[src/rtl/pc_unit.sv]
// MIPS32 fetch-stage program counter: sequential fetch, delay-slot-aware branch
// redirect, exception/ERET redirect, and stall / not-ready tolerance.
module pc_unit #(
  parameter int          ADDR_W       = 32,
  parameter logic [31:0] RESET_VECTOR = 32'h0000_0000,
  parameter int          PC_INC       = 4
) (
  input  logic              clk,
  input  logic              rst,
  input  logic              stall_i,
  input  logic              fetch_ready_i,
  input  logic              br_taken_i,
  input  logic [ADDR_W-1:0] br_target_i,
  input  logic              exc_req_i,
  input  logic [ADDR_W-1:0] exc_pc_i,
  input  logic              eret_i,
  input  logic [ADDR_W-1:0] epc_i,
  output logic [ADDR_W-1:0] pc_o,
  output logic              pc_valid_o,
  output logic              in_ds_o,
  output logic              addr_err_o,
  output logic              br_pend_o
);

  localparam logic [ADDR_W-1:0] RV  = ADDR_W'(RESET_VECTOR);
  localparam logic [ADDR_W-1:0] INC = ADDR_W'(PC_INC);

  typedef enum logic [1:0] {
    S_IDLE    = 2'd0,
    S_RUN     = 2'd1,
    S_BR_PEND = 2'd2
  } state_t;

  state_t            r_state,    w_state_nxt;
  logic [ADDR_W-1:0] r_pc,       w_pc_nxt;
  logic [ADDR_W-1:0] r_pend_tgt, w_pend_tgt_nxt;
  logic              r_pc_valid, w_pc_valid_nxt;
  logic              r_in_ds,    w_in_ds_nxt;
  logic              w_advance;

  // Sequential fetch address; wraps silently at the top of the address space.
  function automatic logic [ADDR_W-1:0] inc_pc(input logic [ADDR_W-1:0] pc);
    return pc + INC;
  endfunction

  assign w_advance = fetch_ready_i & ~stall_i & r_pc_valid;

  always_comb begin
    w_state_nxt    = r_state;
    w_pc_nxt       = r_pc;
    w_pend_tgt_nxt = r_pend_tgt;
    w_pc_valid_nxt = r_pc_valid;
    w_in_ds_nxt    = r_in_ds;
    case (r_state)
      S_IDLE: begin
        w_state_nxt    = S_RUN;
        w_pc_valid_nxt = 1'b1;
      end
      S_RUN, S_BR_PEND: begin
        if (exc_req_i) begin
          w_pc_nxt       = exc_pc_i;
          w_state_nxt    = S_RUN;
          w_pend_tgt_nxt = '0;
          w_in_ds_nxt    = 1'b0;
        end else if (eret_i) begin
          w_pc_nxt       = epc_i;
          w_state_nxt    = S_RUN;
          w_pend_tgt_nxt = '0;
          w_in_ds_nxt    = 1'b0;
        end else if (r_state == S_BR_PEND && w_advance) begin
          // Delay slot accepted this cycle; now redirect to the held target.
          w_pc_nxt       = r_pend_tgt;
          w_state_nxt    = S_RUN;
          w_pend_tgt_nxt = '0;
          w_in_ds_nxt    = 1'b0;
        end else if (r_state == S_RUN && br_taken_i && w_advance) begin
          w_pc_nxt    = br_target_i;
          w_in_ds_nxt = 1'b0;
        end else if (r_state == S_RUN && br_taken_i) begin
          w_pend_tgt_nxt = br_target_i;
          w_state_nxt    = S_BR_PEND;
          w_in_ds_nxt    = 1'b1;
        end else if (w_advance) begin
          w_pc_nxt    = inc_pc(r_pc);
          w_in_ds_nxt = 1'b0;
        end
      end
      default: begin
        w_state_nxt    = S_IDLE;
        w_pc_valid_nxt = 1'b0;
        w_in_ds_nxt    = 1'b0;
      end
    endcase
  end

  always_ff @(posedge clk or posedge rst) begin
    if (rst) begin
      r_state    <= S_IDLE;
      r_pc       <= RV;
      r_pend_tgt <= '0;
      r_pc_valid <= 1'b0;
      r_in_ds    <= 1'b0;
    end else begin
      r_state    <= w_state_nxt;
      r_pc       <= w_pc_nxt;
      r_pend_tgt <= w_pend_tgt_nxt;
      r_pc_valid <= w_pc_valid_nxt;
      r_in_ds    <= w_in_ds_nxt;
    end
  end

  assign pc_o       = r_pc;
  assign pc_valid_o = r_pc_valid;
  assign in_ds_o    = r_in_ds;
  assign addr_err_o = |r_pc[1:0];
  assign br_pend_o  = (r_state == S_BR_PEND);

endmodule

[config.mk]
export PLATFORM = sky130hd
export DESIGN_NAME = pc_unit
export DESIGN_NICKNAME = d
export VERILOG_FILES = /design/src/rtl/pc_unit.sv
export SDC_FILE = /design/constraint.sdc
export NUM_CORES = 1
export LEC_CHECK = 0
export CORE_MARGIN = 1.5
export CORE_UTILIZATION = 53
export CTS_BUF_LIST = sky130_fd_sc_hd__clkbuf_8
export CTS_CLUSTER_SIZE = 10
export DETAILED_ROUTE_END_ITERATION = 10
export DONT_BUFFER_PORTS = 1
export PLACE_DENSITY_LB_ADDON = 0.25
export SYNTH_ARGS = -nofsm -noshare
export SYNTH_HDL_FRONTEND = slang
export SYNTH_SLANG_ARGS = --single-unit
[constraint.sdc]
create_clock -name clk -period 2.8 [get_ports clk]
set_clock_uncertainty 0.05 [all_clocks]
set_input_delay 0.14 -clock clk [delete_from_list [all_inputs] [get_ports clk]]
set_output_delay 0.14 -clock clk [all_outputs]
set_load 0.02 [all_outputs]
==> results.txt, run 1 <==
- Detailed Route Iter0 Violations: 483
* Remaining DRCs: 0
- Number of global-route vias before repair: roughly 4700
- Once detail routing completed, the nets flagged for antenna violations numbered 0.
- Post-route fraction of the period consumed by the critical path: 0.907
* Total non-filler cell area in the finished layout: 5440 sq um
- The HPWL after detailed placement is 10.9 mm.
- The die covers 9140 sq um.
- Vertical extent of the die: between 90 and 100 um
* Post-layout minimum cycle time: about 2.5 ns
* Met3 Use GR: 0.108
- CTS saw between 60 and 70 sinks.
- In this run the count of I/O pins placed on the die edge is approximately 140.
- Cell chosen for the clock root: sky130_fd_sc_hd__clkbuf_8
- The number of pins with negative max-slew slack in the final report came to 0.
* Post-layout net count: approximately 710
- Transition at the pin with the smallest max-transition slack: 0.712 ns
* Seq/Total Area, Yosys: 0.375
- The number of antenna diodes in the final layout is 0.
- Yosys printed 0 warnings.
* Sum of negative setup slack: 0 ns
* Peak supply drop: roughly 440 uV
* Gate Count Post-Synth: around 550
- The number of antenna violations at the first check in global routing is 0.
- Number of synthesized flops with an enable pin: 0
- TritonCTS built the clock tree.
- Setup violations remaining at the end of the flow were counted as 0.
- The first TritonRoute pass finished after 8 iterations.
- Sort of element at the end of the critical path: flip-flop
- Derived from the worst setup path, the maximum achievable clock frequency is a little under 400 MHz.
- Number of unique standard cell types used by synthesis: a little under 70
* Number of port buffers: 0
* H-tree lvl count: 3
* Final-report hold violation count: 0
* Avg Cell Area, Syn: about 8.3 sq um
- Largest driver fanout on the critical path: 7
- Global routing met2 resource utilization: 0.542
- Walking the worst path, the cells encountered are nand4_2 > or4_1 > nor2_1 > nor3b_1 > o31a_1.
- Horizontal die dimension: 95.6 um
- Placer congestion estimate: around 0.9
* Synth top area share: 0.375
- Via count: between 4000 and 5000
- GRT Residual Overflow: 0
- Clock latency on the worst-skew pair: 0.35 ns
- Path class of the lowest-slack min-delay path: in -> reg
- Fraction of final layout cells sized beyond drive strength 1: 0.114
- Relative area change from synthesis to final layout: 19.7%
- Pin count of the biggest net entering global routing: 39
* Count of maximum capacitance violations: 0
* Net count after synthesis: between 600 and 700
- The first global-routing pass estimated around 25 mm of wire.
* Effective utilization at floorplan: 0.550
- Met1 Use GR: 0.487
- The initialized floorplan defines 33 standard-cell rows.
- The layout has between 600 and 700 filler cells.
- Post-synthesis sequential element count: just under 70
- Clock-pin slew was measured on the worst setup and hold paths at 0.08 ns.
- Dividing the detail-routed wire length by the instance count gives ~23 um.
- Type of the worst setup path: reg -> reg
- Post-Synthesis Cell Area: between 4000 and 5000 sq um
- Summing internal, switching and leakage power gives 4.79 mW.
- For this block, the routed nets add up to approximately 16 mm of wire.
* Type of origin of the critical path: flip-flop
- Vias per std cell: 7.04
- Global-route total usage across every layer: 0.362
- Counting both buffers and inverters, the worst setup path holds a total of 0.
- The cell family contributing the most delay on the critical path is simple AND/OR/NAND/NOR gates.
- In this run the power density over the cells is 882 nW/um^2.
* Largest area contributor in the netlist: sky130_fd_sc_hd__dfrtp_1
- Setup repair after global routing missed its margin: no
- Counting the buffers created by CTS gives 9.
- The placed instances occupy a cell area of 4740 sq um.
- The run finished with clean final reports.
- For this run, asynchronously set or reset flops after synthesis account for 1.00.
- Cell type of the slowest stage on the worst timing path: sky130_fd_sc_hd__or4_1
- The most used flip-flop cell after synthesis is sky130_fd_sc_hd__dfrtp_1.
- Required time of the worst setup path: 2.98 ns
- The core region is ~8300 sq um.
- For this design the static power due to leakage is 2.20 nW.
- Core Util, Final: 0.658
- The layer flagged by global routing as most heavily used is met2.
- The largest single stage delay on the critical path is ~0.74 ns.
* Maximum clock insertion buffer count: 2
- Measured against its own limit, the worst slew margin works out to 0.524.
- Worst Path Arrival: around 2.7 ns
- Largest cells by area after synthesis: sky130_fd_sc_hd__dfrtp_1 (37%), sky130_fd_sc_hd__o21ai_0 (4.8%), sky130_fd_sc_hd__nand2_1 (4.7%)
-- layout make-up --
cell class	instances	area, sq um	area share
Clock inverter	6	31.3	0.00575
Tap cell	105	131	0.0242
Inverter	15	56.3	0.0104
Timing Repair Buffer	83	758	0.139
Clock buffer	10	138	0.0253
Multi-Input combinational cell	422	2620	0.482
Sequential cell	68	1700	0.313
-- cells by family (layout without fill, tap and decap cells) --
kind of cell / after synthesis / in the layout / synth area share
xor gates and xnor gates: 8 / 8 / 0.0154
DFF: 68 / 68 / 0.375
adders and majority gates: 5 / 5 / 0.0138
and+or+nand+nor: 201 / 201 / 0.226
AOI/OAI and AO/OA: 205 / 205 / 0.310
buffers and inverters: 59 / 114 / 0.0534
muxes: 3 / 3 / 0.00744
-- state kept, by name, indices dropped and copies added (netlist names) --
name / cells
r_state: 2
in_ds_o: 1
pc_valid_o: 1
r_pend_tgt: 32
pc_o: 32
-- power by group --
group,switching (mW),internal [mW],total (mW)
clock network,0.405,0.336,0.742
logic,1.09,0.832,1.92
registers,0.808,1.32,2.13
total,2.30,2.49,4.79
-- Yosys cell counts, types with 5 or more instances --
| library cell | count |
|---|---|
| sky130_fd_sc_hd__o211ai_1 | 6 |
| sky130_fd_sc_hd__a221oi_1 | 5 |
| sky130_fd_sc_hd__buf_2 | 11 |
| sky130_fd_sc_hd__nor3_1 | 15 |
| sky130_fd_sc_hd__or3_1 | 11 |
| sky130_fd_sc_hd__dfrtp_1 | 68 |
| sky130_fd_sc_hd__or4_1 | 7 |
| sky130_fd_sc_hd__o22ai_1 | 8 |
| sky130_fd_sc_hd__ha_1 | 5 |
| sky130_fd_sc_hd__a22oi_1 | 16 |
| sky130_fd_sc_hd__o31ai_1 | 5 |
| sky130_fd_sc_hd__o221ai_1 | 5 |
| sky130_fd_sc_hd__nor2_1 | 40 |
| sky130_fd_sc_hd__nand2_1 | 57 |
| sky130_fd_sc_hd__clkbuf_1 | 29 |
| sky130_fd_sc_hd__o31a_1 | 5 |
| sky130_fd_sc_hd__inv_1 | 15 |
| sky130_fd_sc_hd__o21ai_0 | 44 |
| sky130_fd_sc_hd__a22o_1 | 18 |
| sky130_fd_sc_hd__nand3_1 | 27 |
| sky130_fd_sc_hd__a21oi_1 | 31 |
| sky130_fd_sc_hd__a211oi_1 | 6 |
| sky130_fd_sc_hd__a31oi_1 | 16 |
| sky130_fd_sc_hd__nor4_1 | 9 |
| sky130_fd_sc_hd__xor2_1 | 5 |
-- worst paths after layout --
kind	start	endpoint	slack (ns)	cells past startpoint
setup / recovery	pc_o[2]$_DFFE_PP0P_	pc_o[29]$_DFFE_PP0P_	0.26	5
hold / removal	br_target_i[10]	pc_o[10]$_DFFE_PP0P_	0.002	2
setup reg to reg	pc_o[2]$_DFFE_PP0P_	pc_o[29]$_DFFE_PP0P_	0.26	5
hold reg to reg	r_pend_tgt[20]$_DFFE_PP0P_	r_pend_tgt[20]$_DFFE_PP0P_	0.43	2
max in group asynchronous	rst	pc_o[11]$_DFFE_PP0P_	1.89	3
min in group asynchronous	rst	r_pend_tgt[0]$_DFFE_PP0P_	0.06	2
-- what timing repair did --
item	in CTS	in global routing
gates resized for setup	0	1
hold endpoints to repair	114	0
setup endpoints to repair	0	1
hold buffers	49	0
setup buffers	0	4
-- stage by stage --
| stage | hold WS, ns | instances | setup WS [ns] |
|---|---|---|---|
| finish | 0.00203 | 709 | 0.261 |
| global route | 0.000217 | 709 | 0.223 |
| CTS | 0.000880 | 705 | 0.0511 |
| detailed placement | -0.139 | 640 | 0.384 |
| global placement | -0.139 | 640 | 0.421 |
| floorplan | 0.223 | 549 | 0.585 |
-- routing by layer --
layer | up-vias | part of all wire
li1 | 2187 | -
met1 | 2336 | 0.39
met2 | 405 | 0.45
met3 | 61 | 0.13
met4 | 0 | 0.035
met5 | - | 0
-- placed cells by master, fill, tap and decap left out, types with 5 or more instances in the layout --
cell	count
sky130_fd_sc_hd__a211oi_1	6
sky130_fd_sc_hd__a21oi_1	31
sky130_fd_sc_hd__a221oi_1	5
sky130_fd_sc_hd__a22o_1	18
sky130_fd_sc_hd__a22oi_1	16
sky130_fd_sc_hd__a31oi_1	16
sky130_fd_sc_hd__buf_4	33
sky130_fd_sc_hd__clkbuf_8	10
sky130_fd_sc_hd__dfrtp_1	68
sky130_fd_sc_hd__dlygate4sd3_1	49
sky130_fd_sc_hd__ha_1	5
sky130_fd_sc_hd__inv_1	15
sky130_fd_sc_hd__nand2_1	57
sky130_fd_sc_hd__nand3_1	27
sky130_fd_sc_hd__nor2_1	40
sky130_fd_sc_hd__nor3_1	15
sky130_fd_sc_hd__nor4_1	9
sky130_fd_sc_hd__o211ai_1	6
sky130_fd_sc_hd__o21ai_0	43
sky130_fd_sc_hd__o221ai_1	5
sky130_fd_sc_hd__o22ai_1	8
sky130_fd_sc_hd__o31a_1	5
sky130_fd_sc_hd__o31ai_1	5
sky130_fd_sc_hd__or3_1	11
sky130_fd_sc_hd__or4_1	7
sky130_fd_sc_hd__xor2_1	5
No activity file was read; power rests on OpenSTA's default activity.
==> inputs of run 2 (changes only) <==
--- a/config.mk
+++ b/config.mk
@@ -11,7 +11,7 @@
 export CTS_CLUSTER_SIZE = 10
 export DETAILED_ROUTE_END_ITERATION = 10
 export DONT_BUFFER_PORTS = 1
-export PLACE_DENSITY_LB_ADDON = 0.25
+export PLACE_DENSITY = 0.68
 export SYNTH_ARGS = -nofsm -noshare
 export SYNTH_HDL_FRONTEND = slang
 export SYNTH_SLANG_ARGS = --single-unit
==> run 2 against run 1 <==
Effect of this change:
- non-clock buffer count grew 1
- cell count grew 0.14%
- highest routed layer unchanged
- maximum frequency shrank 3.1%
- routed wire length grew 1.9%
- clock power grew 11%
- total power grew 2.3%
==> results.txt, run 2 (synthesis gave the netlist of run 1 again) <==
- Run status: completed
- Sort of element at the end of the critical path: flip-flop
- Cell chosen for the clock root: sky130_fd_sc_hd__clkbuf_8
- The worst setup path is of the reg -> reg kind.
* Post-route fraction of the period consumed by the critical path: 0.936 (+0.0293)
- Path class of the lowest-slack min-delay path: in -> reg
- Final Total Pwr: 4.90 mW (+2.3%)
- The data arrival time of the critical path came to 2.88 ns (+0.16 ns).
- The post-detailed-route DRC marker count is 0 (unchanged).
* Antenna diode count: 0 (unchanged)
- The detailed router's first-iteration violation count is 575 (+19%).
- The detailed-route vias per instance came to 7.01 (-0.32%).
- Maximum clock insertion buffer count: 2 (unchanged)
- In the layout the commonest cells are sky130_fd_sc_hd__dfrtp_1 (68), sky130_fd_sc_hd__nand2_1 (57), sky130_fd_sc_hd__dlygate4sd3_1 (55), sky130_fd_sc_hd__o21ai_0 (43), sky130_fd_sc_hd__nor2_1 (40).
* Number of buffers created by CTS: 9 (unchanged)
- Total power per unit cell area: 894 nW/um^2 (+1.4%)
- Total Die Area: 9140 sq um (unchanged)
- Relative area change from synthesis to final layout: 20.7%
* Peak supply drop: 686 uV (+58%)
- The largest net degree at the start of global routing was 35 (-10%).
- Fmax: 381 MHz (-3.1%)
- Std-Cell Core Area: 8260 sq um (unchanged)
* Post-layout minimum cycle time: 2.62 ns (+0.0821 ns)
* Required time of the worst setup path: 3.06 ns (+0.08 ns)
- Number of global-route vias before repair: 5026 (+6.6%)
* Final wirelength: 16.7 mm (+1.9%)
- CTS clock-pin slew for the worst setup and hold paths: 0.09 ns (about the same)
* Final Instance Count excl. Fillers: 710 (+0.14%)
- The net total in the final layout came to 708 (+0.14%).
- The weighted congestion reported at the end of routability-driven placement came to 0.924 (+3.7%).
* Global-route total usage across every layer: 0.378 (+0.0154)
- HPWL reported at the end of detailed placement: 10.9 mm (about the same)
- Count of maximum capacitance violations: 0 (unchanged)
- Setup slack at placement: 0.461 ns (+0.0771 ns)
- The residual antenna-violating net count after detailed routing came to 0 (unchanged).
- The total global routing overflow was 0 (unchanged).
- The global-route wire length before repair came to 25.8 mm (+3.4%).
- Type of origin of the critical path: flip-flop
- The final setup violation count is 0 (unchanged).
* Worst rel slew slack: 0.415 (-0.110)
- Router iterations before antenna repair: 6 (-2)
- The total count of hold-check failures in the final report was 0 (unchanged).
- Num rows: 33 (unchanged)
* H-tree lvl count: 3 (unchanged)
- The setup slack of the critical path after layout is 0.178 ns (-0.0821 ns).
- Number of antenna violations at the first check in global routing: 0 (unchanged)
- The clock latency at the later pin of the worst-skew pair came to 0.36 ns (about the same).
* Placed cells: 639 (-0.16%)
- Effective utilization at floorplan: 0.550 (unchanged)
- The via total after detailed routing was 4980 (-0.18%).
* Number of slew-limit violations in the final report: 0 (unchanged)
* Largest driver fanout on the critical path: 8 (+1)
- Post-DR wirelength/cell: 23.6 um (+1.7%)
* Core Util, Final: 0.664 (+0.00561)
- Fraction of final layout cells sized beyond drive strength 1: 0.111 (-0.00349)
- Setup repair after global routing left no endpoint under its margin.
- TritonCTS built the clock tree.
- Sum of negative setup slack: 0 ns (unchanged)
- The measured slew at the worst slew-check pin is 0.870 ns (+0.158 ns).
- The die height was 95.6 um (unchanged).
* Clock tree sinks: 68 (unchanged)
- I/O Pins: 139 (unchanged)
- Leaving out fill and tap cells, the most frequent cell in the layout is sky130_fd_sc_hd__dfrtp_1.
- Horizontal die dimension: 95.6 um (unchanged)
- Total leakage power: 2.20 nW (-0.24%)
* Number of port buffers: 0 (unchanged)
-- run 2: changes by cell type in the layout (fill, tap and decap cells not counted), sizes merged --
cell,change
dlygate4sd3,+6
buf,-5
clkinvlp,+2
bufinv,+1
clkbuf,-1
clkinv,-1
inv,-1
-- run 2: metal layers --
layer / GRT usage / vias up / part of all wire
li1: - / 2197 / -
met5: 0.0179 / - / 0
met1: 0.482 / 2380 / 0.39
met3: 0.108 / 60 / 0.11
met4: 0.174 / 0 / 0.032
met2: 0.587 / 343 / 0.47
-- run 2: stage by stage --
| step | hold slack, ns | instance area (sq um) |
|---|---|---|
| final | 0.00610 | 5480 |
| after global routing | 0.00916 | 5480 |
| after CTS | 0.00274 | 5480 |
| after detailed placement | 0.0657 | 4740 |
| after global placement | 0.0570 | 4740 |
| after floorplan | 0.223 | 4540 |
-- run 2: what timing repair did --
item / in CTS / in global routing
hold endpoints to repair: 73 / 0
setup buffers: 0 / 0
hold buffers: 55 / 0
endpoints found under the setup margin: 0 / 2
gates resized for setup: 0 / 2
-- run 2: final timing paths --
path	cells after the start	from	slack, ns	endpoint
max in group asynchronous	3	rst	1.67	r_pend_tgt[25]$_DFFE_PP0P_
max	8	pc_valid_o$_DFFE_PP0P_	0.18	pc_o[6]$_DFFE_PP0P_
max reg2reg	8	pc_valid_o$_DFFE_PP0P_	0.18	pc_o[6]$_DFFE_PP0P_
min reg2reg	2	r_pend_tgt[22]$_DFFE_PP0P_	0.44	r_pend_tgt[22]$_DFFE_PP0P_
min	2	exc_pc_i[18]	0.006	pc_o[18]$_DFFE_PP0P_
min in group asynchronous	2	rst	0.24	pc_o[0]$_DFFE_PP0P_
-- run 2: worst max-delay path, cell delays in order, from the launching register on --
cell and delay [ns]:
sky130_fd_sc_hd__dfrtp_1 0.54, sky130_fd_sc_hd__nand3b_1 0.24, sky130_fd_sc_hd__buf_4 0.24, sky130_fd_sc_hd__nor2_4 0.23, sky130_fd_sc_hd__buf_4 0.21, sky130_fd_sc_hd__o21ai_0 0.10
sky130_fd_sc_hd__a221o_1 0.30, sky130_fd_sc_hd__a21oi_1 0.11, sky130_fd_sc_hd__dlygate4sd3_1 0.55
-- run 2: report_power, final --
part / internal, mW / switching, mW / total [mW]
registers: 1.32 / 0.758 / 2.08
logic: 0.848 / 1.15 / 2.00
clock network: 0.406 / 0.414 / 0.820
-- run 2: cell type report --
cell class	count	area, sq um
tap	105	131
timing repair buffer	84	781
multi-input combinational	422	2620
fill	740	2770
inverter	15	56.3
clock buffer	9	124
clock inverter	7	67.6
sequential	68	1700
